<file path="src/rtl/code_compare_seq.sv">
// Keypad code datapath for the digital lock: entry buffer, digit-serial compare against PC/UC/candidate,
// and user-code reprogramming. Define LOCKOUT_EN to add the failed-attempt lockout timer.
module code_compare_seq #(
    parameter int          MAX_LEN        = 8,
    parameter int          MIN_LEN        = 4,
    parameter int          PC_LEN         = 6,
    parameter logic [31:0] DEFAULT_UC     = 32'h1234,
    parameter int          DEFAULT_UC_LEN = 4,
    parameter logic [23:0] DEFAULT_PC     = 24'h654321,
    parameter int          LOCKOUT_CYC    = 1000
) (
    input  logic       hwclk,
    input  logic       rst,
    input  logic       digit_valid,
    input  logic [3:0] button,
    input  logic       clear,
    input  logic       compare_start,
    input  logic [1:0] compareType,
    input  logic       store,
    output logic       data_ready,
    output logic       correct_input,
    output logic       validLength,
    output logic       validLengthPC,
    output logic       busy,
    output logic       lockout
);

    localparam int LW = $clog2(MAX_LEN + 1);
    localparam int IW = (MAX_LEN > 1) ? $clog2(MAX_LEN) : 1;

    typedef logic [MAX_LEN-1:0][3:0] code_t;
    typedef enum logic [1:0] {S_IDLE, S_LEN, S_CMP, S_DONE} state_t;

    // The default user code literal reads in key-entry order (first key in the top nibble).
    function automatic code_t uc_init();
        code_t c = '0;
        for (int i = 0; i < DEFAULT_UC_LEN; i++) c[i] = DEFAULT_UC[4*(DEFAULT_UC_LEN-1-i) +: 4];
        return c;
    endfunction

    function automatic code_t pc_init();
        code_t c = '0;
        for (int i = 0; i < PC_LEN; i++) c[i] = DEFAULT_PC[4*i +: 4];
        return c;
    endfunction

    localparam code_t UC_INIT = uc_init();
    localparam code_t PC_CODE = pc_init();

    state_t          state_q;
    code_t           buf_q, uc_q, cand_q;
    logic [LW-1:0]   len_q, uc_len_q, cand_len_q;
    logic            overflow_q;
    logic [1:0]      type_q;
    logic [IW-1:0]   idx_q;
    logic            fin_q, res_q, commit_ok_q;
    logic            data_ready_q, correct_q;

    logic [LW-1:0]   tgt_len;
    logic [3:0]      tgt_digit;
    logic            len_ok, mismatch, last, fin_now, fin_raw, fin_res, counted, lock_w;

    always_comb begin
        tgt_len   = cand_len_q;
        tgt_digit = cand_q[idx_q];
        case (type_q)
            2'b00:   begin tgt_len = LW'(PC_LEN); tgt_digit = PC_CODE[idx_q]; end
            2'b01:   begin tgt_len = uc_len_q;    tgt_digit = uc_q[idx_q];    end
            default: ;
        endcase
    end

    assign validLength   = (len_q >= LW'(MIN_LEN)) && (len_q <= LW'(MAX_LEN)) && !overflow_q;
    assign validLengthPC = (len_q == LW'(PC_LEN)) && !overflow_q;
    assign len_ok        = (len_q == tgt_len) && (len_q != '0) && !overflow_q;
    assign mismatch      = buf_q[idx_q] != tgt_digit;
    assign last          = (LW'(idx_q) + LW'(1)) == tgt_len;
    // Length-fail and capture results are parked in res_q and retired from CMP, giving a fixed 2-cycle path.
    assign fin_now       = fin_q | mismatch | last;
    assign fin_raw       = fin_q ? res_q : !mismatch;
    assign fin_res       = fin_raw & ~lock_w;
    assign counted       = !type_q[1];

    assign data_ready    = data_ready_q;
    assign correct_input = correct_q;
    assign busy          = (state_q == S_LEN) || (state_q == S_CMP);

`ifdef LOCKOUT_EN
    localparam int TW = (LOCKOUT_CYC > 1) ? $clog2(LOCKOUT_CYC) : 1;
    logic [1:0]    fail_cnt_q;
    logic          lock_q;
    logic [TW-1:0] lock_tmr_q;
    assign lock_w  = lock_q;
    assign lockout = lock_q;
`else
    logic unused_cfg;
    assign unused_cfg = ^LOCKOUT_CYC;
    assign lock_w  = 1'b0;
    assign lockout = 1'b0;
`endif

    always_ff @(posedge hwclk or posedge rst) begin
        if (rst) begin
            state_q      <= S_IDLE;
            buf_q        <= '0;
            uc_q         <= UC_INIT;
            cand_q       <= '0;
            len_q        <= '0;
            uc_len_q     <= LW'(DEFAULT_UC_LEN);
            cand_len_q   <= '0;
            overflow_q   <= 1'b0;
            type_q       <= 2'b00;
            idx_q        <= '0;
            fin_q        <= 1'b0;
            res_q        <= 1'b0;
            commit_ok_q  <= 1'b0;
            data_ready_q <= 1'b0;
            correct_q    <= 1'b0;
`ifdef LOCKOUT_EN
            fail_cnt_q   <= 2'd0;
            lock_q       <= 1'b0;
            lock_tmr_q   <= '0;
`endif
        end else begin
`ifdef LOCKOUT_EN
            // The timer runs independently of clear so a lockout cannot be cut short.
            if (lock_q) begin
                if (lock_tmr_q == TW'(LOCKOUT_CYC - 1)) begin
                    lock_q     <= 1'b0;
                    fail_cnt_q <= 2'd0;
                    lock_tmr_q <= '0;
                end else begin
                    lock_tmr_q <= lock_tmr_q + TW'(1);
                end
            end
`endif
            if (clear) begin
                state_q      <= S_IDLE;
                len_q        <= '0;
                overflow_q   <= 1'b0;
                commit_ok_q  <= 1'b0;
                data_ready_q <= 1'b0;
                correct_q    <= 1'b0;
            end else begin
                case (state_q)
                    S_IDLE: begin
                        if (compare_start) begin
                            type_q      <= compareType;
                            commit_ok_q <= 1'b0;
                            state_q     <= S_LEN;
                        end else if (digit_valid && button < 4'd7) begin
                            if (len_q == LW'(MAX_LEN)) begin
                                overflow_q <= 1'b1;
                            end else begin
                                buf_q[len_q[IW-1:0]] <= button;
                                len_q                <= len_q + LW'(1);
                            end
                        end
                    end
                    S_LEN: begin
                        idx_q   <= '0;
                        state_q <= S_CMP;
                        if (type_q == 2'b11) begin
                            cand_q     <= buf_q;
                            cand_len_q <= len_q;
                            res_q      <= validLength;
                            fin_q      <= 1'b1;
                        end else begin
                            res_q <= 1'b0;
                            fin_q <= !len_ok;
                        end
                    end
                    S_CMP: begin
                        if (fin_now) begin
                            state_q      <= S_DONE;
                            data_ready_q <= 1'b1;
                            correct_q    <= fin_res;
                            commit_ok_q  <= (type_q == 2'b10) && fin_res;
`ifdef LOCKOUT_EN
                            if (counted && !lock_q) begin
                                if (fin_raw) begin
                                    fail_cnt_q <= 2'd0;
                                end else if (fail_cnt_q == 2'd2) begin
                                    lock_q     <= 1'b1;
                                    lock_tmr_q <= '0;
                                end else begin
                                    fail_cnt_q <= fail_cnt_q + 2'd1;
                                end
                            end
`endif
                        end else begin
                            idx_q <= idx_q + IW'(1);
                        end
                    end
                    S_DONE: begin
                        if (compare_start) begin
                            type_q       <= compareType;
                            commit_ok_q  <= 1'b0;
                            data_ready_q <= 1'b0;
                            correct_q    <= 1'b0;
                            state_q      <= S_LEN;
                        end else if (store && commit_ok_q) begin
                            uc_q        <= cand_q;
                            uc_len_q    <= cand_len_q;
                            commit_ok_q <= 1'b0;
                        end
                    end
                    default: state_q <= S_IDLE;
                endcase
            end
        end
    end

`ifndef LOCKOUT_EN
    logic unused_cnt;
    assign unused_cnt = counted;
`endif

endmodule
</file>
<file path="config.mk">
export PLATFORM = sky130hd
export DESIGN_NAME = code_compare_seq
export DESIGN_NICKNAME = d
export VERILOG_FILES = /design/src/rtl/code_compare_seq.sv
export SDC_FILE = /design/constraint.sdc
export NUM_CORES = 1
export LEC_CHECK = 0
export CAP_MARGIN = 5
export CORE_ASPECT_RATIO = 0.7
export CORE_MARGIN = 3
export CORE_UTILIZATION = 57
export CTS_CLUSTER_DIAMETER = 100
export DETAILED_ROUTE_END_ITERATION = 16
export DONT_BUFFER_PORTS = 1
export PLACE_DENSITY_LB_ADDON = 0.15
export SYNTH_ARGS = -nofsm -noshare
export SYNTH_HDL_FRONTEND = slang
export SYNTH_SLANG_ARGS = --single-unit
export TNS_END_PERCENT = 100
</file>
<file path="constraint.sdc">
create_clock -name hwclk -period 3.2 [get_ports hwclk]
set_clock_uncertainty 0.1 [all_clocks]
set_input_delay 0 -clock hwclk [delete_from_list [all_inputs] [get_ports hwclk]]
set_output_delay 0 -clock hwclk [all_outputs]
set_load 0.03 [all_outputs]
</file>
; Yosys cells after proc, flatten, opt, wreduce, memory -nomap -nowiden
; Memory sizes are Yosys's and may differ from the RTL's.
; Cells that the tools add are included.
[totals]
elab_cells = 147
romBits = 32
n_memories = 1
regBits = 121
ramBits = 0
latchBits = 0
in_bits = 12
[classes]
mux = 43
magnitude_cmp = 6
multipliers = 0
n_bitwise = 5
eq_ne = 19
reduce_logical = 34
n_shift = 0
n_div = 0
add_sub_neg = 3
[memory_table]
columns = memory, depth, word_bits, read_ports, rd_clocked_by_memory_dff, wr, line_no
row1 = (no name shown), 8, 4, 1, 0, 0, 67  ; 2'b00: begin tgt_len = LW'(PC_LEN); tgt_digit = PC_CODE[idx_q]; end
[op_table]
columns = operator, count
row1 = 4-bit 2-to-1 mux, 10
row2 = 4-bit binary-select mux with 3-bit select, 3
row3 = 32-bit bitwise mux, 1
row4 = 1-bit 2-to-1 mux, 17
row5 = 4-bit one-hot mux with 2 select lines, 2
row6 = 4-bit AND reduction, 4
row7 = 4-bit demux with 3-bit select, 1
row8 = 3-bit AND reduction, 4
row9 = 1-bit logical AND, 9
row10 = 3-bit != test (second input constant), 3
row11 = 2-bit equality test (second input constant), 4
row12 = 4-bit equality test, 2
row13 = 3-bit by 4-bit < comparator with 1-bit output (second input constant), 2
row14 = 2-bit nonzero test, 4
row15 = 4-bit nonzero test, 2
row16 = 2-bit 2-to-1 mux, 3
row17 = 2-bit != test (second input constant), 3
row18 = 2-bit one-hot mux with 3 select lines, 1
row19 = 3-bit one-hot mux with 2 select lines, 1
row20 = 5-bit AND reduction, 1
row21 = 3-bit by 1-bit adder with 4-bit output (second input constant), 1
row22 = 4-bit by 1-bit adder with 4-bit output (second input constant), 1
row23 = 2-bit by 1-bit equality test with 1-bit output (second input constant), 2
row24 = 4-bit by 3-bit equality test with 1-bit output (second input constant), 1
row25 = other kinds (20), 28

; Longest topological paths before layout
; Gate-level depths: netlist (run 1).
[logic_depth]
word_depth = 10
ltp_mapped = 12
mapped_depth_nobuf = 9

; Worst setup path after synthesis (run 1)
; No wires, ideal clock.
[synth_timing]
path_type = flip-flop to flip-flop
start = register idx_q[1]
end = register idx_q[1]
synth_period_minus_slack_ps = 2635
t_required_ps = 2974
path_slack_ps = 565
t_arrival_ps = 2409
path_stages_with_launch = 13
cell_sequence = dfrtp_1 > buf_4 > buf_2 > inv_1 > ha_1 > nor2b_1 > a2111oi_0 > a21oi_1 > and3_1 > nor3_2 > buf_4 > a311oi_1 > a311o_1
[synth_between]
elab_chain_cells = 8
[synth_lines]
columns = element, line_no
row1 = "start, declared", 55  ; logic [IW-1:0] idx_q;
row2 = "start signal, assigned", 192  ; idx_q <= idx_q + IW'(1);
row3 = memory 8 x 4 bit (tied with other cells), --
row4 = "4-bit 2-to-1 mux, on equally long branches", "67, 65, 68"
row5 = 4-bit one-hot mux with 2 select lines, 66  ; case (type_q)
row6 = 4-bit != test, 76  ; assign mismatch = buf_q[idx_q] != tgt_digit;
row7 = 1-bit bitwise OR (2 in a row), 79  ; assign fin_now = fin_q | mismatch | last;
row8 = 2-bit != test (no line), --
row9 = 3-bit AND reduction (no line), --
; Several ways; a longest one is shown, not always the timed one. The select of a mux whose other input is x is not followed.
; A chain may end at the register's enable or synchronous reset.

; Worst setup path after layout (run 1)
[layout_timing]
start = register idx_q[0]
end = register idx_q[0]
; The elaborated chain is that of the path after synthesis.

==> metrics.txt, run 1 <==
global placement routability congestion 0.868; met3 Use GR 0.0774; dominant synthesized flop cell dfrtp_1; leading cell type in the layout, fill and taps excluded dfrtp_1; power share of the combinational group 0.247; cells along the critical path buf_12 -> mux4_2 -> a2111oi_0 -> a21oi_1 -> and3_1 -> nor3_2 -> buf_4 -> a311oi_1 -> a221o_1; worst path bufs/invs 2; CTS Buffer Depth 2; commonest cells after routing, fill and taps aside 115 x dfrtp_1, 96 x mux2_2, 18 x nand2_1, 18 x buf_4; input/output buffers 0; R2R Setup Slk between 0.2 and 0.3 ns; register area share after synthesis 0.507; slowest CP cell mux4_2; initial antenna violation count 1; Vias/cell roughly 6.3; Residual DRC 0; total gr overflow 0; switching share of power 0.327; DR pass1 iterations 6; post-route setup slack about 0.28 ns; I/O pins 18; failing checks negative hold slack; Top Usage Layer GRT met1; Setup-failing EPs final 0; unrepaired setup endpoints after global routing no; Post-DRT Antenna Nets 0; clk_lat worst skew 0.42 ns; peak supply drop 423 µV; Leak around 3.3 nW; Critical Path RT around 3.4 ns; dpl hpwl 9100 µm; die height 91.8 µm; CP Class register to register; number of synthesized flops with an enable pin 0; r2r worst-path depth 9; post-synth top area share 0.480; CP max stage delay between 0.5 and 0.6 ns; arrival time worst endpoint roughly 3.1 ns; CTS H-Tree Depth 4; post-placement worst setup slack between 0.3 and 0.4 ns; fin crit period slightly below 3 ns; TritonCTS Sinks 121; Worst setup EP type register; Root Buffer clkbuf_16; Max FO, Critical Path 31; HP Class input pin to register; Final period util 0.913; PD cells 677 nW/µm²; reg-to-reg critical path startpoint idx_q[0]; Placement Rows 30; grt met2 use 0.352; reg-to-reg critical path endpoint idx_q[0]; width of the die between 100 and 150 µm; Clk network pwr share 0.386; clock slew at reported path FFs about 0.060 ns; hold_sp button[2]; Least-Margin Pin Slew around 1.0 ns; Slew Limit Fails 0; max frequency about 0.34 GHz; Fin. Hold Viols 2; Mapped Cells approximately 450; initial DRC count between 400 and 500; Max Cap Viol 0; largest cells by area after synthesis dfrtp_1 48%, mux2_2 18%, mux4_2 6.0%, dfstp_2 2.6%, ha_1 2.3%; Worst setup SP type register; Min Hold Slack -0.0221 ns; Hold Crit Depth 4; TritonCTS Buffers 17; share of cells above drive strength 1 0.359; CP top delay family compound AO/OA/AOI/OAI gates; Avg Synthesized Cell Area between 10 and 15 µm²; Routed WL between 10000 and 15000 µm; total power ~0.0047 W; Via Count between 3000 and 4000; total track usage 0.246; WHS Endpoint len_q[0]; Slew HR 0.308; sw power 0.00154 W; Synth area leader dfrtp_1; Netlist Area Pre-Place about 6000 µm²; final instance area between 6000 and 7000 µm²; post-synth net total about 480; P_int 0.00318 W; ys async rst share 1.00; Yosys cell types between 50 and 60; number of global-route vias before repair between 3000 and 4000; fin nets 509; die area 11800 µm²; Initial Util 0.602; WL/cell approximately 22 µm; largest net degree at the start of global routing 122; CORE AREA between 9000 and 10000 µm²; first-pass GRT wire length approximately 22000 µm; yosys warns 0; CTS tree built; met1 Usage GRT 0.363; synthesis-stage register bit count 121; setup TNS 0 ns; status complete, but fails checks; post-placement cell area 6240 µm²; Sequential Power Share 0.367; Area Overhead vs Synth 16.5%
==> repair_timing <==
item                       in CTS  in global routing
resized for setup               0                  2
hold endpoints to repair      163                  3
setup endpoints to repair       0                 27
buffers inserted                0                  0
hold buffers                   14                  3
==> kinds of logic after synthesis <==
group,Yosys count,share of synthesized area
and+or+nand+nor,82,0.0706
buffers and inverters,42,0.0332
xor gates and xnor gates,12,0.0175
DFF,121,0.507
muxes,129,0.283
AOI/OAI and AO/OA,55,0.0660
adders and majority gates,11,0.0230
other,1,0.000626
==> cells in the mapped netlist (all sizes together) (5+ instances only) <==
| cell type | number |
|---|---|
| ha | 11 |
| xnor2 | 10 |
| dfrtp | 115 |
| inv | 18 |
| o21ai | 6 |
| mux4 | 21 |
| o22ai | 6 |
| nand3 | 7 |
| mux2 | 96 |
| nor2b | 7 |
| a21oi | 11 |
| and3 | 5 |
| nor2 | 17 |
| clkbuf | 15 |
| nand2 | 18 |
| mux2i | 12 |
| buf | 9 |
| nor3 | 6 |
| and2 | 6 |
| dfstp | 6 |
==> layout make-up <==
class	count	area (µm²)
sequential	121	3040
fill	683	2960
multi-input combinational	290	2770
clock buffer	17	425
timing repair buffer	38	375
tap	128	160
clock inverter	15	140
inverter	18	71.3
antenna	1	2.50
==> per-stage QoR <==
| stage | hold slack (ns) | utilization | instances |
|---|---|---|---|
| 3_3_place_gp | -0.0300 | 0.628 | 579 |
| 5_1_grt | 0.0176 | 0.702 | 628 |
| 3_5_place_dp | -0.0279 | 0.628 | 579 |
| 4_1_cts | 0.00132 | 0.699 | 625 |
| 2_1_floorplan | 0.0168 | - | 453 |
| 6_report | -0.0221 | 0.702 | 628 |
==> sequential cells by signal, summed over array words and instances (netlist names), 2 cells and up <==
name	count
idx_q	3
uc_len_q	4
type_q	2
cand_len_q	4
len_q	4
uc_q	32
cand_q	32
buf_q	32
state_q	2
==> tightest hold or removal path, cell delays in order <==
cell and delay [ns]:
a31oi_1 0.10, nand2_1 0.18, xnor2_1 0.09, nor2_1 0.09
==> power groups by stage <==
stage                     combinational, W  sequential, W  clock [W]
final                              0.00117        0.00173    0.00182
after global routing               0.00126        0.00174    0.00193
after CTS                          0.00115        0.00173    0.00184
after detailed placement           0.00109        0.00175          0
after global placement             0.00107        0.00175          0
after floorplan                   0.000858        0.00170          0
==> layer usage <==
metal / wire length [µm] / part of all wire / up-vias
li1: - / - / 1750
met1: 6360 / 0.46 / 2055
met2: 6100 / 0.44 / 146
met3: 1130 / 0.082 / 22
met4: 189 / 0.014 / 0
met5: 0 / 0 / -
==> worst max-delay path by stage <==
stage	startpoint	end	slack [ns]	cells after the start
3_3_place_gp	idx_q[0]	idx_q[0]	0.39	9
5_1_grt	idx_q[0]	idx_q[0]	0.06	9
6_report	idx_q[0]	idx_q[0]	0.28	9
2_1_floorplan	idx_q[1]	idx_q[1]	0.56	12
3_5_place_dp	idx_q[0]	idx_q[0]	0.34	9
4_1_cts	state_q[0]	buf_q[9]	0.01	10
Note: power is estimated with default switching activity, not from simulation.
==> inputs of run 2 (changes only) <==
--- a/config.mk
+++ b/config.mk
@@ -6,9 +6,11 @@
 export NUM_CORES = 1
 export LEC_CHECK = 0
 export CAP_MARGIN = 5
+export CELL_PAD_IN_SITES_DETAIL_PLACEMENT = 0
+export CELL_PAD_IN_SITES_GLOBAL_PLACEMENT = 1
 export CORE_ASPECT_RATIO = 0.7
 export CORE_MARGIN = 3
-export CORE_UTILIZATION = 57
+export CORE_UTILIZATION = 48
 export CTS_CLUSTER_DIAMETER = 100
 export DETAILED_ROUTE_END_ITERATION = 16
 export DONT_BUFFER_PORTS = 1
==> metrics.txt, run 2 (synthesis results as in run 1) <==
status finished, final reports clean; leading cell type in the layout, fill and taps excluded dfrtp_1; CTS H-Tree Depth 4; # fillers 966; die height just under 100 µm; Worst setup SP type register; Worst Setup SP state_q[0]; Area Overhead vs Synth 16.2%; width of the die 140 µm; first-pass GRT wire length between 20000 and 25000 µm; Residual DRC 0; PD cells 688 nW/µm²; initial DRC count 270; fin nets 504; total gr overflow 0; Post-CTS Resized 0; initial antenna violation count 0; total track usage 0.214; ant diodes 0; hold_sp clear; Slew Limit Fails 0; I/O pins 18; Initial Util 0.502; hold_buf cts 13; CTS tree built; Fin. Hold Viols 0; commonest cells after routing, fill and taps aside 115 x dfrtp_1, 96 x mux2_2, 18 x nand2_1, 18 x buf_4; Worst setup EP type register; Final period util 0.901; Least-Margin Pin Slew just under 1 ns; Via Count ~3800; CORE AREA approximately 12000 µm²; WL/cell about 21 µm; CTS Buffer Depth 2; dpl hpwl 9260 µm; TritonCTS Buffers 17; reg-to-reg critical path endpoint type_q[0]; Setup-failing EPs final 0; setup TNS 0 ns; clock slew at reported path FFs roughly 0.050 ns; Leak ~3.3 nW; arrival time worst endpoint about 3.1 ns; Placement Rows 33; Hold Crit Depth 4; r2r worst-path depth 7; global placement routability congestion 0.790; Post-DRT Antenna Nets 0; Vias/cell between 5 and 6; die area approximately 14000 µm²; Critical Path RT around 3.4 ns; register area 3040 µm²; Min Hold Slack 0.0348 ns; TritonCTS Sinks ~120; post-CTS setup buffers 0; Routed WL 13800 µm; share of cells above drive strength 1 0.346; CP Class register to register; fin crit period ~2.9 ns; R2R Setup Slk around 0.32 ns; Root Buffer clkbuf_16; Max Cap Viol 0; unrepaired setup endpoints after global routing no; max frequency approximately 0.35 GHz; largest net degree at the start of global routing 65; HP Class input pin to register; number of global-route vias before repair ~3900; input/output buffers 0; area of the multi-input gates 2760 µm²; DR pass1 iterations 4; clk_lat worst skew a little over 0.4 ns; Max FO, Critical Path 5; Top Registers buf_q (32), cand_q (32), uc_q (32); reg-to-reg critical path startpoint state_q[0]; peak supply drop about 700 µV; Slew HR 0.352; WHS Endpoint buf_q[19]
-- run 2: worst max-delay path by stage --
| stage | endpoint | cells past startpoint |
|---|---|---|
| global route | type_q[0] | 7 |
| finish | type_q[0] | 7 |
| floorplan | idx_q[1] | 12 |
| detailed placement | idx_q[1] | 9 |
| CTS | type_q[0] | 7 |
| global placement | idx_q[1] | 9 |
-- run 2: final cells by class --
cell class	count	area share
clock buffer	23	0.0672
clock inverter	9	0.0176
inverter	18	0.0102
multi-input combinational	290	0.397
sequential	121	0.436
tap	157	0.0282
timing repair buffer	33	0.0439
-- run 2: stage by stage --
| stage | instances | instance area, µm² | setup WS, ns | total power, W | util |
|---|---|---|---|---|---|
| 2_1_floorplan | 453 | 6000 | 0.565 | 0.00256 | - |
| 3_3_place_gp | 606 | 6240 | 0.361 | 0.00283 | 0.523 |
| 5_1_grt | 651 | 6960 | 0.0598 | 0.00501 | 0.583 |
| 4_1_cts | 651 | 6960 | 0.310 | 0.00481 | 0.583 |
| 6_report | 651 | 6960 | 0.318 | 0.00479 | 0.583 |
| 3_5_place_dp | 606 | 6240 | 0.370 | 0.00284 | 0.523 |
-- run 2: routing by layer --
layer,routed length [µm],GRT usage,vias to the layer above
met5,0,0,-
met4,93,0.0410,0
met3,747,0.0591,9
met2,5860,0.295,68
met1,7100,0.340,1962
li1,-,-,1732
-- run 2: where the power goes --
part | internal, W | total (W) | switching [W] | leakage, nW
registers | 0.00162 | 0.00173 | 0.000117 | 1.65
logic | 0.000474 | 0.00113 | 0.000656 | 1.34
clock network | 0.00126 | 0.00193 | 0.000666 | 0.291
total | 0.00335 | 0.00479 | 0.00144 | 3.28
-- run 2: worst max-delay path, cell delays in order (launching register included) --
cell	delay, ns
dfrtp_1	0.42
inv_1	0.10
ha_1	0.47
nor3b_1	0.45
nand2_1	0.08
dlygate4sd3_1	0.56
o21ai_0	0.07
dlygate4sd3_1	0.57
==> inputs of run 3 (changes only) <==
==> constraint.sdc (replaced) <==
create_clock -name hwclk -period 3.2 [get_ports hwclk]
set_clock_uncertainty 0.1 [all_clocks]
set_input_delay 0.64 -clock hwclk [delete_from_list [all_inputs] [get_ports hwclk]]
set_output_delay 0.64 -clock hwclk [all_outputs]
set_load 0.03 [all_outputs]
==> metrics.txt, run 3 (synthesis results as in run 1) <==
peak supply drop between 500 and 600 µV; Worst setup SP type register; die area 13900 µm²; setup TNS 0 ns; Post-DRT Antenna Nets 0; P_int between 0.003 and 0.004 W; DR pass1 iterations 4; CP Class register to register; largest net degree at the start of global routing between 40 and 50; post-placement cell area roughly 6200 µm²; TritonCTS Buffers 17; fin crit period 2.89 ns; initial DRC count between 200 and 250; initial antenna violation count 0; Worst setup EP type register; Max Cap Viol 0; Leak ~3.2 nW; HP Class input pin to async pin; hold_buf cts 0; TritonCTS Sinks roughly 120; PD cells 688 nW/µm²; Vias/cell between 5 and 6; width of the die approximately 140 µm; sw power approximately 0.0015 W; Area Overhead vs Synth 13.9%; max frequency around 0.35 GHz; Slew Limit Fails 0; input/output buffers 0; Placement Rows 33; clk_lat worst skew just over 0.4 ns; global placement routability congestion roughly 0.78; unrepaired setup endpoints after global routing no; arrival time worst endpoint 3.08 ns; Max FO, Critical Path 31; Initial Util 0.502; Least-Margin Pin Slew between 0.5 and 0.6 ns; total track usage 0.215; Setup-failing EPs final 0; Fin. Hold Viols 0; CTS tree built; Top Registers buf_q (32), cand_q (32), uc_q (32); die height a little under 100 µm; Final Util 0.572; Critical Path RT 3.39 ns; number of global-route vias before repair 3918; met1 Usage GRT 0.322; grt met2 use 0.316; CTS H-Tree Depth 4; power share of the combinational group 0.233; CTS Buffer Depth 2; fin nets 492; Slew HR 0.617; dpl hpwl ~9400 µm; met3 Use GR 0.0519; post-CTS setup buffers 0; Post-CTS Resized 0; Residual DRC 0; I/O pins 18; WL/cell roughly 22 µm; Sequential Power Share 0.368; leading cell type in the layout, fill and taps excluded dfrtp_1; ant diodes 0; Root Buffer clkbuf_16; post-placement worst setup slack 0.368 ns; Clk network pwr share 0.399; commonest cells after routing, fill and taps aside 115 x dfrtp_1, 96 x mux2_2, 20 x buf_4, 18 x nand2_1; status finished, final reports clean; clock slew at reported path FFs 0.06 ns; Via Count ~3800; Final period util 0.904; post-route setup slack a little over 0.3 ns; total gr overflow 0; Top Usage Layer GRT met1; # fillers slightly below 1000; Routed WL between 10000 and 15000 µm; share of cells above drive strength 1 0.365; first-pass GRT wire length 22700 µm; final instance area just under 7000 µm²; switching share of power 0.313; CORE AREA 11900 µm²
## run 3: final timing paths
check / end / slack [ns] / from / depth (start not counted)
max: idx_q[1] / 0.31 / idx_q[0] / 9
max in group asynchronous: commit_ok_q / 2.39 / rst / 2
min: cand_q[9] / 0.17 / rst / 2
min in group hwclk: len_q[3] / 0.19 / clear / 1
min reg2reg: uc_q[22] / 0.40 / uc_q[22] / 1
max reg2reg: idx_q[1] / 0.31 / idx_q[0] / 9
## run 3: power groups by stage
stage,clock (W),combinational (W),sequential [W]
2_1_floorplan,0,0.000858,0.00170
3_3_place_gp,0,0.00106,0.00175
3_5_place_dp,0,0.00107,0.00176
4_1_cts,0.00190,0.00109,0.00173
5_1_grt,0.00198,0.00120,0.00174
6_report,0.00187,0.00109,0.00173
## run 3: routing by layer
layer | up-vias | share of wire
li1 | 1714 | -
met1 | 1990 | 0.50
met2 | 72 | 0.45
met3 | 10 | 0.047
met4 | 0 | 0.0073
met5 | - | 0
## run 3: worst max-delay path, cell delays in order, from the launching register on
cell and delay (ns):
dfrtp_1 0.36, buf_12 0.25, mux4_1 0.63, mux2i_1 0.25, a222oi_1 0.17, xnor2_1 0.23, nor3_2 0.07, buf_4 0.18
and3_1 0.19, a311o_1 0.35
## run 3: layout make-up
cell class | instances | area, µm² | area share
flip-flops and latches | 121 | 3040 | 0.445
multi-input cells | 290 | 2760 | 0.405
clock buffers | 18 | 439 | 0.0644
well taps | 157 | 196 | 0.0288
repair buffers | 21 | 170 | 0.0249
clock inverters | 14 | 149 | 0.0218
inverters | 18 | 71.3 | 0.0105
## run 3: metrics by stage
step | cells | hold slack (ns) | power (W)
floorplan | 453 | 0.367 | 0.00256
global placement | 607 | 0.386 | 0.00281
detailed placement | 607 | 0.388 | 0.00283
CTS | 639 | 0.175 | 0.00472
global route | 639 | 0.168 | 0.00492
finish | 639 | 0.166 | 0.00469
